## src/rtl/bin_to_bcd_sequencer.sv

```systemverilog
// bin_to_bcd_sequencer: iterative shift-add-3 (double-dabble) converter that
// turns a BIN_W-bit binary count into DIGITS packed BCD nibbles for the
// seven-segment scan stage. The result is held between conversions.
// Optional feature: define LEADING_ZERO_BLANK_EN to drive the per-digit
// leading-zero blank mask. When it is undefined, blank is tied to zero.

// Per-digit adjust step: add 3 to any nibble >= 5 ahead of the shift.
module bin_to_bcd_digit (
    input  logic [3:0] d,
    output logic [3:0] q
);
    assign q = (d >= 4'd5) ? d + 4'd3 : d;
endmodule

module bin_to_bcd_sequencer #(
    parameter int BIN_W  = 27,
    parameter int DIGITS = 8
) (
    input  logic                clck,
    input  logic                reset,
    input  logic                start,
    input  logic [BIN_W-1:0]    bin_in,
    output logic                busy,
    output logic                done,
    output logic [4*DIGITS-1:0] bcd_out,
    output logic                overflow,
    output logic [DIGITS-1:0]   blank
);
    function automatic longint unsigned pow10(input int n);
        longint unsigned p;
        p = 64'd1;
        for (int i = 0; i < n; i++) p = p * 64'd10;
        return p;
    endfunction

    localparam longint unsigned MAX_VAL = pow10(DIGITS) - 64'd1;
    localparam int CNT_W = $clog2(BIN_W + 1);

    typedef enum logic [1:0] {IDLE, SHIFT, DONE} state_t;

    state_t                    state;
    logic [CNT_W-1:0]          cnt;
    logic [BIN_W-1:0]          shift_reg;
    logic [DIGITS-1:0][3:0]    work;
    logic [DIGITS-1:0][3:0]    work_adj;
    logic [4*DIGITS:0]         work_shl;
    logic                      ovf_pend;

    // one adjust cell per BCD digit
    for (genvar g = 0; g < DIGITS; g++) begin : g_dig
        bin_to_bcd_digit u_dig (
            .d (work[g]),
            .q (work_adj[g])
        );
    end

    // Adjusted work register with the next binary bit shifted in. The bit
    // falling off the top can only be set for out-of-range inputs; it is
    // folded into ovf_pend as a safety net.
    assign work_shl = {work_adj, shift_reg[BIN_W-1]};

    // Conversion sequencer: capture on start, BIN_W dabble steps, then publish.
    always_ff @(posedge clck or negedge reset) begin
        if (!reset) begin
            state     <= IDLE;
            busy      <= 1'b0;
            done      <= 1'b0;
            bcd_out   <= '0;
            overflow  <= 1'b0;
            cnt       <= '0;
            shift_reg <= '0;
            work      <= '0;
            ovf_pend  <= 1'b0;
        end else begin
            done <= 1'b0;
            case (state)
                IDLE: begin
                    if (start) begin
                        shift_reg <= bin_in;
                        work      <= '0;
                        cnt       <= '0;
                        ovf_pend  <= (64'(bin_in) > MAX_VAL);
                        busy      <= 1'b1;
                        state     <= SHIFT;
                    end
                end
                SHIFT: begin
                    work      <= work_shl[4*DIGITS-1:0];
                    shift_reg <= {shift_reg[BIN_W-2:0], 1'b0};
                    ovf_pend  <= ovf_pend | work_shl[4*DIGITS];
                    cnt       <= cnt + 1'b1;
                    if (cnt == CNT_W'(BIN_W - 1)) state <= DONE;
                end
                DONE: begin
                    bcd_out  <= ovf_pend ? {DIGITS{4'h9}} : work;
                    overflow <= ovf_pend;
                    done     <= 1'b1;
                    busy     <= 1'b0;
                    state    <= IDLE;
                end
                default: state <= IDLE;
            endcase
        end
    end

`ifdef LEADING_ZERO_BLANK_EN
    logic [DIGITS-1:0] blank_nxt;
    logic              zero_above;

    // Digit i blanks when it and every higher digit are zero; digit 0 never blanks.
    always_comb begin
        blank_nxt  = '0;
        zero_above = 1'b1;
        for (int i = DIGITS - 1; i >= 1; i--) begin
            zero_above   = zero_above & (work[i] == 4'd0);
            blank_nxt[i] = zero_above;
        end
    end

    // Blank mask published alongside bcd_out; saturated results show all digits.
    always_ff @(posedge clck or negedge reset) begin
        if (!reset) begin
            blank <= {{(DIGITS-1){1'b1}}, 1'b0};
        end else if (state == DONE) begin
            blank <= ovf_pend ? '0 : blank_nxt;
        end
    end
`else
    assign blank = '0;
`endif

endmodule

```

## config.mk

```make
export PLATFORM = sky130hd
export DESIGN_NAME = bin_to_bcd_sequencer
export DESIGN_NICKNAME = d
export VERILOG_FILES = /design/src/rtl/bin_to_bcd_sequencer.sv
export SDC_FILE = /design/constraint.sdc
export NUM_CORES = 1
export LEC_CHECK = 0
export CORE_MARGIN = 5
export CORE_UTILIZATION = 24
export CTS_CLUSTER_DIAMETER = 100
export DETAILED_ROUTE_END_ITERATION = 10
export GPL_TIMING_DRIVEN = 0
export RECOVER_POWER = 100
export SLEW_MARGIN = 30
export SYNTH_ARGS = -nofsm -noshare
export SYNTH_HDL_FRONTEND = slang
export SYNTH_HIERARCHICAL = 1
export SYNTH_SLANG_ARGS = --single-unit
```

## constraint.sdc

```tcl
create_clock -name clck -period 1.95 [get_ports clck]
set_clock_uncertainty 0.05 [all_clocks]
set_input_delay 0.195 -clock clck [delete_from_list [all_inputs] [get_ports clck]]
set_output_delay 0.195 -clock clck [all_outputs]
set_load 0.01 [all_outputs]
```

After elaboration in Yosys (flattened, before gate mapping)
Index checks and enable logic that the tools add are counted.

$add $sub $neg: 9. $lt $le $gt $ge: 9. Equal/unequal tests: 5. Mux-type cells: 23. Bitwise operators: 1. Reductions and logical operators: 6.

Operator list (number): $mux 32 (2); $pmux 32 s2 (1); $pmux 27 s2 (1); $add 4x2->4 const B (8); $ge 4x3->1 const B (8); $mux 4 (8); $gt 27x27->1 const B (1); $mux 27 (1); $pmux 5 s2 (1); $reduce_and 2->1 (3); $add 5x1->5 const B (1); $eq 5x5->1 const B (1); $mux 5 (1); $mux 2 (2); $ne 2x2->1 const B (2); $pmux 1 s2 (2); $pmux 2 s2 (1); $reduce_bool 2->1 (2); $mux 1 (3); $eq 2x1->1 const B (1); $eq 2x2->1 const B (1); $logic_not 2->1 (1); $or 1x1->1 (1).

Register bits after elaboration: 102. Input bits: 30. Output and inout bits: 43. Word-level logic and storage cells: 69.

Logic depth before layout (Yosys ltp)
Gate-level depths: netlist of the first run.

Word-level depth: 4. Depth in mapped cells: 7. Gate-level depth less buffers: 7.

Hierarchy
The synthesis of the first run kept the hierarchy.

By module, submodules not included: bin_to_bcd_sequencer (instances 1, cells an instance 396, area each 4302.9 sq um, sequential area each 2552.4 sq um); bin_to_bcd_digit (instances 8, cells an instance 16, area each 101.3 sq um, sequential area each 0.0 sq um).

Worst setup path after synthesis of the first run
No wires, ideal clock.

Kind: register to register. Start point: register work[8] (netlist bit). End point: register work[10] (netlist bit). Library setup time: 121 ps. Arrival: 1222 ps. Data required time: 1779 ps. Path slack: 557 ps. Stages on the path, launching flop included: 6. Buffers on the path: 0. Clock period less this slack: 1393 ps. Cell sequence: dfrtp_1 -> ha_1 -> nand2b_1 -> a21oi_2 -> mux2i_1 -> a22o_1.

RTL lines: start, declared (RTL line 44) `logic [DIGITS-1:0][3:0] work;`; start signal, assigned (RTL line 88) `work <= work_shl[4*DIGITS-1:0];`.

Worst setup path in the final report of the first run
Start point: register state[0]. End point: register bcd_out[14].

Cells in the longest elaborated chain, start to end: 1.

Ends and longest elaborated chain: start, declared (RTL line 41) `state_t state;`; start signal, assigned (RTL line 65) `state <= IDLE;`; start signal, assigned (RTL line 84) `state <= SHIFT;`; start signal, assigned (RTL line 92) `if (cnt == CNT_W'(BIN_W - 1)) state <= DONE;`; $eq 2x2->1 (RTL line 76) `case (state)`; end signal, assigned (RTL line 95) `bcd_out <= ovf_pend ? {DIGITS{4'h9}} : work;`; end, declared (RTL line 25) `output logic [4*DIGITS-1:0] bcd_out,`.

Every way passes these cells. A chain may end at the register's enable or synchronous reset.

==> impl_metrics.env, run 1 <==
export IMPL_path_cells="buf_6 -> inv_4 -> nand2_1 -> clkbuf_2 -> clkbuf_2 -> nand2_1 -> o21ai_0"
export IMPL_rr_worst_depth=7
export IMPL_yosysSeqAreaShare_pct=49.91
export IMPL_clkPwrFrac_pct=20.5
export IMPL_final_net_count=657
export IMPL_slowest_stage="dfrtp_1"
export IMPL_drtIter0Drc=203
export IMPL_ant_nets=0
export IMPL_io_buffers=64
export IMPL_io_pins=73
export IMPL_avgSynthCellArea_um2=9.759
export IMPL_r2r_start="state[0]"
export IMPL_finalHoldViolations=0
export IMPL_crit_required_ns=2.11
export IMPL_whs_ns=0.4228
export IMPL_core_um2=21020
export IMPL_tightestPinTransition_ns=0.9326
export IMPL_grt_max_degree=67
export IMPL_viasPerCell=4.601
export IMPL_ctsResizeCount=0
export IMPL_post_drt_wl_per_cell_um=13.76
export IMPL_ys_flop_type="dfrtp_1"
export IMPL_path_clk_slew_ns=0.07
export IMPL_maxCapViolCount=0
export IMPL_drt_total_wl_mm=12.24
export IMPL_place_area_um2=6173
export IMPL_first_pass_iters=5
export IMPL_p_seq_share_pct=38.8
export IMPL_gp_congestion=0.7801
export IMPL_cts_sinks=102
export IMPL_regToRegSetupSlack_ns=0.28
export IMPL_finalMaxSlewViolations=0
export IMPL_worstHoldStart="bcd_out[10]"
export IMPL_syn_area_um2=5114
export IMPL_start_util_pct=24.33
export IMPL_run_status="finished clean"
export IMPL_synth_edf_count=0
export IMPL_p_per_area_nw_per_um2=1413
export IMPL_min_period_over_period_pct=85.88
export IMPL_cellLeakagePower_nw=2.778
export IMPL_worstPathArrival_ns=1.84
export IMPL_synthArstFlopShare_pct=100.0
export IMPL_rsz0062_at_grt="no"
export IMPL_clock_tree_buffer_depth=2
export IMPL_p_int_w=0.005661
export IMPL_syn_inst=524
export IMPL_cts_buffers=9
export IMPL_switchingPower_w=0.003428
export IMPL_dp_hpwl_mm=8.524
export IMPL_slew_headroom_pct=37.83
export IMPL_grt_total_usage_pct=10.21
export IMPL_grt_ovfl_total=0
export IMPL_antenna_found_initial=0
export IMPL_ys_types=36
export IMPL_die_area_um2=24330
export IMPL_design_area_um2=6432
export IMPL_yosys_warnings=6
export IMPL_hold_depth=2
export IMPL_route_detailed_drc=0
export IMPL_die_x_um=156.0
export IMPL_min_to="bcd_out[10]"
export IMPL_crit_type="flop to flop"
export IMPL_vdd_drop_max_v=0.0005968
export IMPL_r2r_end="bcd_out[14]"
export IMPL_ys_seq_elements=102
export IMPL_p_sw_share_pct=37.72
export IMPL_grt_pass1_vias=3899
export IMPL_drive_gt1_share_pct=8.143
export IMPL_rows=53
export IMPL_cpPeakStageDelay_ns=0.37
export IMPL_vias=4090
export IMPL_end_kind="flop"
export IMPL_clock_fmax_ghz=0.5971
export IMPL_grt_pass1_wl_mm=20.40
export IMPL_start_kind="flop"
export IMPL_cts_root_buf="clkbuf_16"
export IMPL_combPwrFrac_pct=40.7
export IMPL_synthToLayoutAreaGrowth_pct=25.79
export IMPL_die_h_um=156.0
export IMPL_cts_tree="yes"
export IMPL_setup_viol=0
export IMPL_hold_class="flop to flop"
export IMPL_post_route_min_period_ns=1.675
export IMPL_clk_insertion_delay_late_ns=0.34
export IMPL_htree_num_levels=3
export IMPL_crit_path_start="state[0]"
export IMPL_antenna_cells=0
export IMPL_path_max_fanout=10
stage by stage:
| step | total power, W | utilization (%) | setup TNS, ns | instances | setup WS (ns) |
|---|---|---|---|---|---|
| global placement | 0.007238 | 29.14 | -352.99 | 870 | -3.469 |
| finish | 0.009089 | 30.60 | 0 | 889 | 0.2753 |
| floorplan | 0.006358 | - | 0 | 531 | 0.5567 |
| global route | 0.009846 | 30.60 | 0 | 889 | 0.1221 |
| detailed placement | 0.007343 | 29.37 | 0 | 872 | 0.2406 |
| CTS | 0.009242 | 30.89 | 0 | 889 | 0.3550 |
power by group through the flow:
stage	registers, W	logic [W]	clock network (W)
2_1_floorplan	0.00341	0.00295	0
3_3_place_gp	0.00356	0.00368	0
3_5_place_dp	0.00356	0.00378	0
4_1_cts	0.00353	0.00380	0.00191
5_1_grt	0.00365	0.00420	0.00200
6_report	0.00353	0.00370	0.00187
critical path: cells and delay by family (launching register included):
| family | cells | cell delay, ns |
|---|---|---|
| AOI/OAI and AO/OA | 1 | 0.07 |
| and+or+nand+nor | 2 | 0.25 |
| buffers and inverters | 4 | 0.80 |
| DFF | 1 | 0.37 |
how the worst max path moves through the flow:
stage | to | cells after the start
3_5_place_dp | shift_reg[11] | 6
2_1_floorplan | work[10] | 5
6_report | bcd_out[14] | 7
5_1_grt | cnt[4] | 6
4_1_cts | bcd_out[26] | 4
3_3_place_gp | bcd_out[11] | 1
cell type report:
class                   count  area (um2)
repair buffers             67       678.2
inverters                  21       81.33
plain buffers              41       254.0
flip-flops and latches    102        2552
fillers                  2166       14590
clock inverters             6       81.33
clock buffers              10       229.0
multi-input cells         367        2212
well taps                 275       344.1
synth_stat cells, drive strengths merged (2+ instances only):
cell | instances | area share, %
a21oi | 36 | 4.1
a22o | 33 | 5.7
buf | 31 | 4.6
clkbuf | 10 | 0.73
dfrtp | 102 | 50
ha | 18 | 4.4
inv | 21 | 1.6
mux2i | 8 | 1.6
nand2 | 70 | 5.1
nand2b | 33 | 4.0
nand4 | 3 | 0.37
nor2 | 27 | 2.0
o211ai | 2 | 0.29
o21ai | 55 | 5.6
o22ai | 53 | 6.5
xnor2 | 8 | 1.4
logic make-up after synthesis:
group           count (synthesis)  share of synthesized area [%]
mux                             9                          1.860
other cells                     1                        0.07333
fa+ha+maj                      18                          4.404
compound gates                184                          22.93
flops                         102                          49.91
xor+xnor                        8                          1.370
simple gates                  140                          12.48
buf+inv                        62                          6.973
layer usage:
layer	track usage [%]	wire, um	part of all wire, %	vias to the layer above
met5	0	0	0	-
met4	2.459	67	0.55	0
met3	2.802	667	5.5	5
met2	15.01	5416	44	99
met1	14.88	6084	50	1960
li1	-	-	-	2026
what timing repair did:
| item | in CTS | in global routing |
|---|---|---|
| hold buffers | 1 | 0 |
| setup buffers | 0 | 0 |
| hold endpoints to repair | 65 | 0 |
| endpoints found under the setup margin | 0 | 0 |
layout by cell type (no fill, tap or decap), types with 2 or more instances in the layout:
master           instances
clkbuf_1                15
a22o_1                  33
o22ai_1                 53
buf_6                    7
conb_1                   8
dfrtp_1                102
clkbuf_16                9
nand4_1                  3
clkdlybuf4s50_1         28
clkinv_4                 3
nand2b_1                33
inv_1                   20
dlygate4sd3_1           36
o211ai_1                 2
nand2_1                 70
xnor2_1                  8
nor2_1                  27
mux2i_1                  8
clkbuf_2                 4
buf_2                    7
o21ai_0                 43
ha_1                    18
o21ai_1                 11
buf_4                    9
a21oi_1                 32
a21oi_2                  4
Power figures use the tool's default switching activity.
==> run 2: changes to the inputs <==
--- a/config.mk
+++ b/config.mk
@@ -10,7 +10,7 @@
 export CTS_CLUSTER_DIAMETER = 100
 export DETAILED_ROUTE_END_ITERATION = 10
 export GPL_TIMING_DRIVEN = 0
-export RECOVER_POWER = 100
+export RECOVER_POWER = 25
 export SLEW_MARGIN = 30
 export SYNTH_ARGS = -nofsm -noshare
 export SYNTH_HDL_FRONTEND = slang
==> run 2 against run 1 <==
Against the previous run: non-clock buffer count did not move; worst setup slack improved by 0.12 ns; fmax rose by 7.9%; final area rose by 0.62%; worst hold slack improved by 0.0061 ns; power rose by 0.77%; core utilization rose by 0.19 points; critical path depth fell by 3; via count fell by 0.49%; combinational power rose by 1%; largest power group unchanged.
==> impl_metrics.env, run 2 (synthesized netlist as in run 1, its figures left out) <==
export IMPL_p_int_w=0.005711
export IMPL_grt_max_degree=67
export IMPL_finalMaxSlewViolations=0
export IMPL_regToRegSetupSlack_ns=0.42
export IMPL_cts_tree="yes"
export IMPL_die_x_um=156.0
export IMPL_switchingPower_w=0.003449
export IMPL_crit_required_ns=2.44
export IMPL_fillers=2156
export IMPL_htree_num_levels=3
export IMPL_end_kind="async pin"
export IMPL_ant_nets=0
export IMPL_place_area_um2=6173
export IMPL_fin_util_pct=30.79
export IMPL_whs_ns=0.4289
export IMPL_cellLeakagePower_nw=2.794
export IMPL_combPwrFrac_pct=41.0
export IMPL_run_status="finished clean"
export IMPL_clk_insertion_delay_late_ns=0.35
export IMPL_cts_sinks=102
export IMPL_io_pins=73
export IMPL_die_h_um=156.0
export IMPL_grt_pass1_wl_mm=20.40
export IMPL_p_seq_share_pct=38.6
export IMPL_post_drt_wl_per_cell_um=13.65
export IMPL_final_common_cell="dfrtp_1"
export IMPL_die_area_um2=24330
export IMPL_rr_worst_depth=5
export IMPL_antenna_cells=0
export IMPL_rows=53
export IMPL_clock_fmax_ghz=0.6442
export IMPL_maxCapViolCount=0
export IMPL_r2r_end="work[26]"
export IMPL_dp_hpwl_mm=8.524
export IMPL_min_to="bcd_out[13]"
export IMPL_p_per_area_nw_per_um2=1415
export IMPL_clkPwrFrac_pct=20.4
export IMPL_viasPerCell=4.578
export IMPL_setup_viol=0
export IMPL_worstHoldStart="bcd_out[13]"
export IMPL_grt_pass1_vias=3899
export IMPL_gp_congestion=0.7801
export IMPL_clock_tree_buffer_depth=2
export IMPL_worstPathArrival_ns=2.04
export IMPL_core_um2=21020
export IMPL_hold_class="flop to flop"
export IMPL_r2r_start="work[24]"
export IMPL_antenna_found_initial=0
export IMPL_seq_area_um2=2552
export IMPL_drtIter0Drc=216
export IMPL_path_max_fanout=66
export IMPL_vias=4070
export IMPL_rsz0062_at_grt="no"
export IMPL_final_cell_mix="dfrtp_1, nand2_1, clkdlybuf4s50_1"
export IMPL_p_sw_share_pct=37.65
export IMPL_start_kind="input pin"
export IMPL_cts_buffers=9
export IMPL_multi_input_area_um2=2231
export IMPL_drive_gt1_share_pct=9.609
export IMPL_final_net_count=657
export IMPL_crit_type="input pin to async pin"
export IMPL_first_pass_iters=4
export IMPL_synthToLayoutAreaGrowth_pct=26.57
export IMPL_drt_total_wl_mm=12.14
export IMPL_grt_ovfl_total=0
export IMPL_design_area_um2=6472
export IMPL_post_route_min_period_ns=1.552
export IMPL_route_detailed_drc=0
export IMPL_hold_depth=2
export IMPL_start_util_pct=24.33
export IMPL_tightestPinTransition_ns=0.9288
export IMPL_slew_headroom_pct=38.08
export IMPL_grt_total_usage_pct=10.21
export IMPL_vdd_drop_max_v=0.0005973
export IMPL_io_buffers=64
export IMPL_path_clk_slew_ns=0.07
export IMPL_finalHoldViolations=0
export IMPL_cts_root_buf="clkbuf_16"
export IMPL_min_period_over_period_pct=79.60
-- run 2: cell count changes in the layout (fill, tap and decap cells not counted), moves of 3 or more --
cell / before / now
a21oi_1: 32 / 28
a21oi_2: 4 / 8
buf_2: 7 / 10
buf_4: 9 / 13
clkbuf_1: 15 / 11
clkbuf_2: 4 / 0
clkdlybuf4s50_1: 28 / 63
dlygate4sd3_1: 36 / 1
o21ai_0: 43 / 37
o21ai_1: 11 / 17
-- run 2: through the flow --
stage	power [W]	setup slack, ns	instances	TNS [ns]
finish	0.009160	0.3978	889	0
global placement	0.007238	-3.469	870	-352.99
floorplan	0.006358	0.5567	531	0
global route	0.009926	0.1537	889	0
CTS	0.009242	0.3550	889	0
detailed placement	0.007343	0.2406	872	0
-- run 2: final cells by class --
cell class / instances / area share, %
sequential: 102 / 39.44
multi-input combinational: 367 / 34.47
timing repair buffer: 67 / 10.48
tap: 275 / 5.316
buffer: 41 / 4.253
clock buffer: 10 / 3.538
clock inverter: 6 / 1.257
inverter: 21 / 1.257
-- run 2: routing by layer --
layer	track usage, %	vias up	wire length, um
li1	-	2023	-
met1	14.88	1939	5895
met2	15.01	103	5326
met5	0	-	0
met3	2.802	5	833
met4	2.459	0	84
-- run 2: worst max path at each step --
stage                        start       endpoint  slack, ns
final                        reset       overflow       0.40
after global routing         reset     bcd_out[1]       0.15
after CTS                 ovf_pend    bcd_out[26]       0.35
after detailed placement     start  shift_reg[11]       0.24
after global placement       reset    bcd_out[11]      -3.47
after floorplan            work[8]       work[10]       0.56
-- run 2: worst max-delay path: stages --
cell             delay, ns
dlygate4sd3_1         0.52
clkdlybuf4s25_1       0.24
clkbuf_4              0.72
buf_12                0.31
-- run 2: power by group through the flow --
| stage | registers [W] | logic (W) | clock network [W] |
|---|---|---|---|
| finish | 0.00354 | 0.00375 | 0.00187 |
| global route | 0.00366 | 0.00427 | 0.00200 |
| CTS | 0.00353 | 0.00380 | 0.00191 |
| detailed placement | 0.00356 | 0.00378 | 0 |
| global placement | 0.00356 | 0.00368 | 0 |
| floorplan | 0.00341 | 0.00295 | 0 |
-- run 2: timing repair --
action | 4_1_cts | 5_1_grt
setup buffers | 0 | 0
hold buffers | 1 | 0
endpoints found under the hold margin | 65 | 0
gates resized for setup | 0 | 0
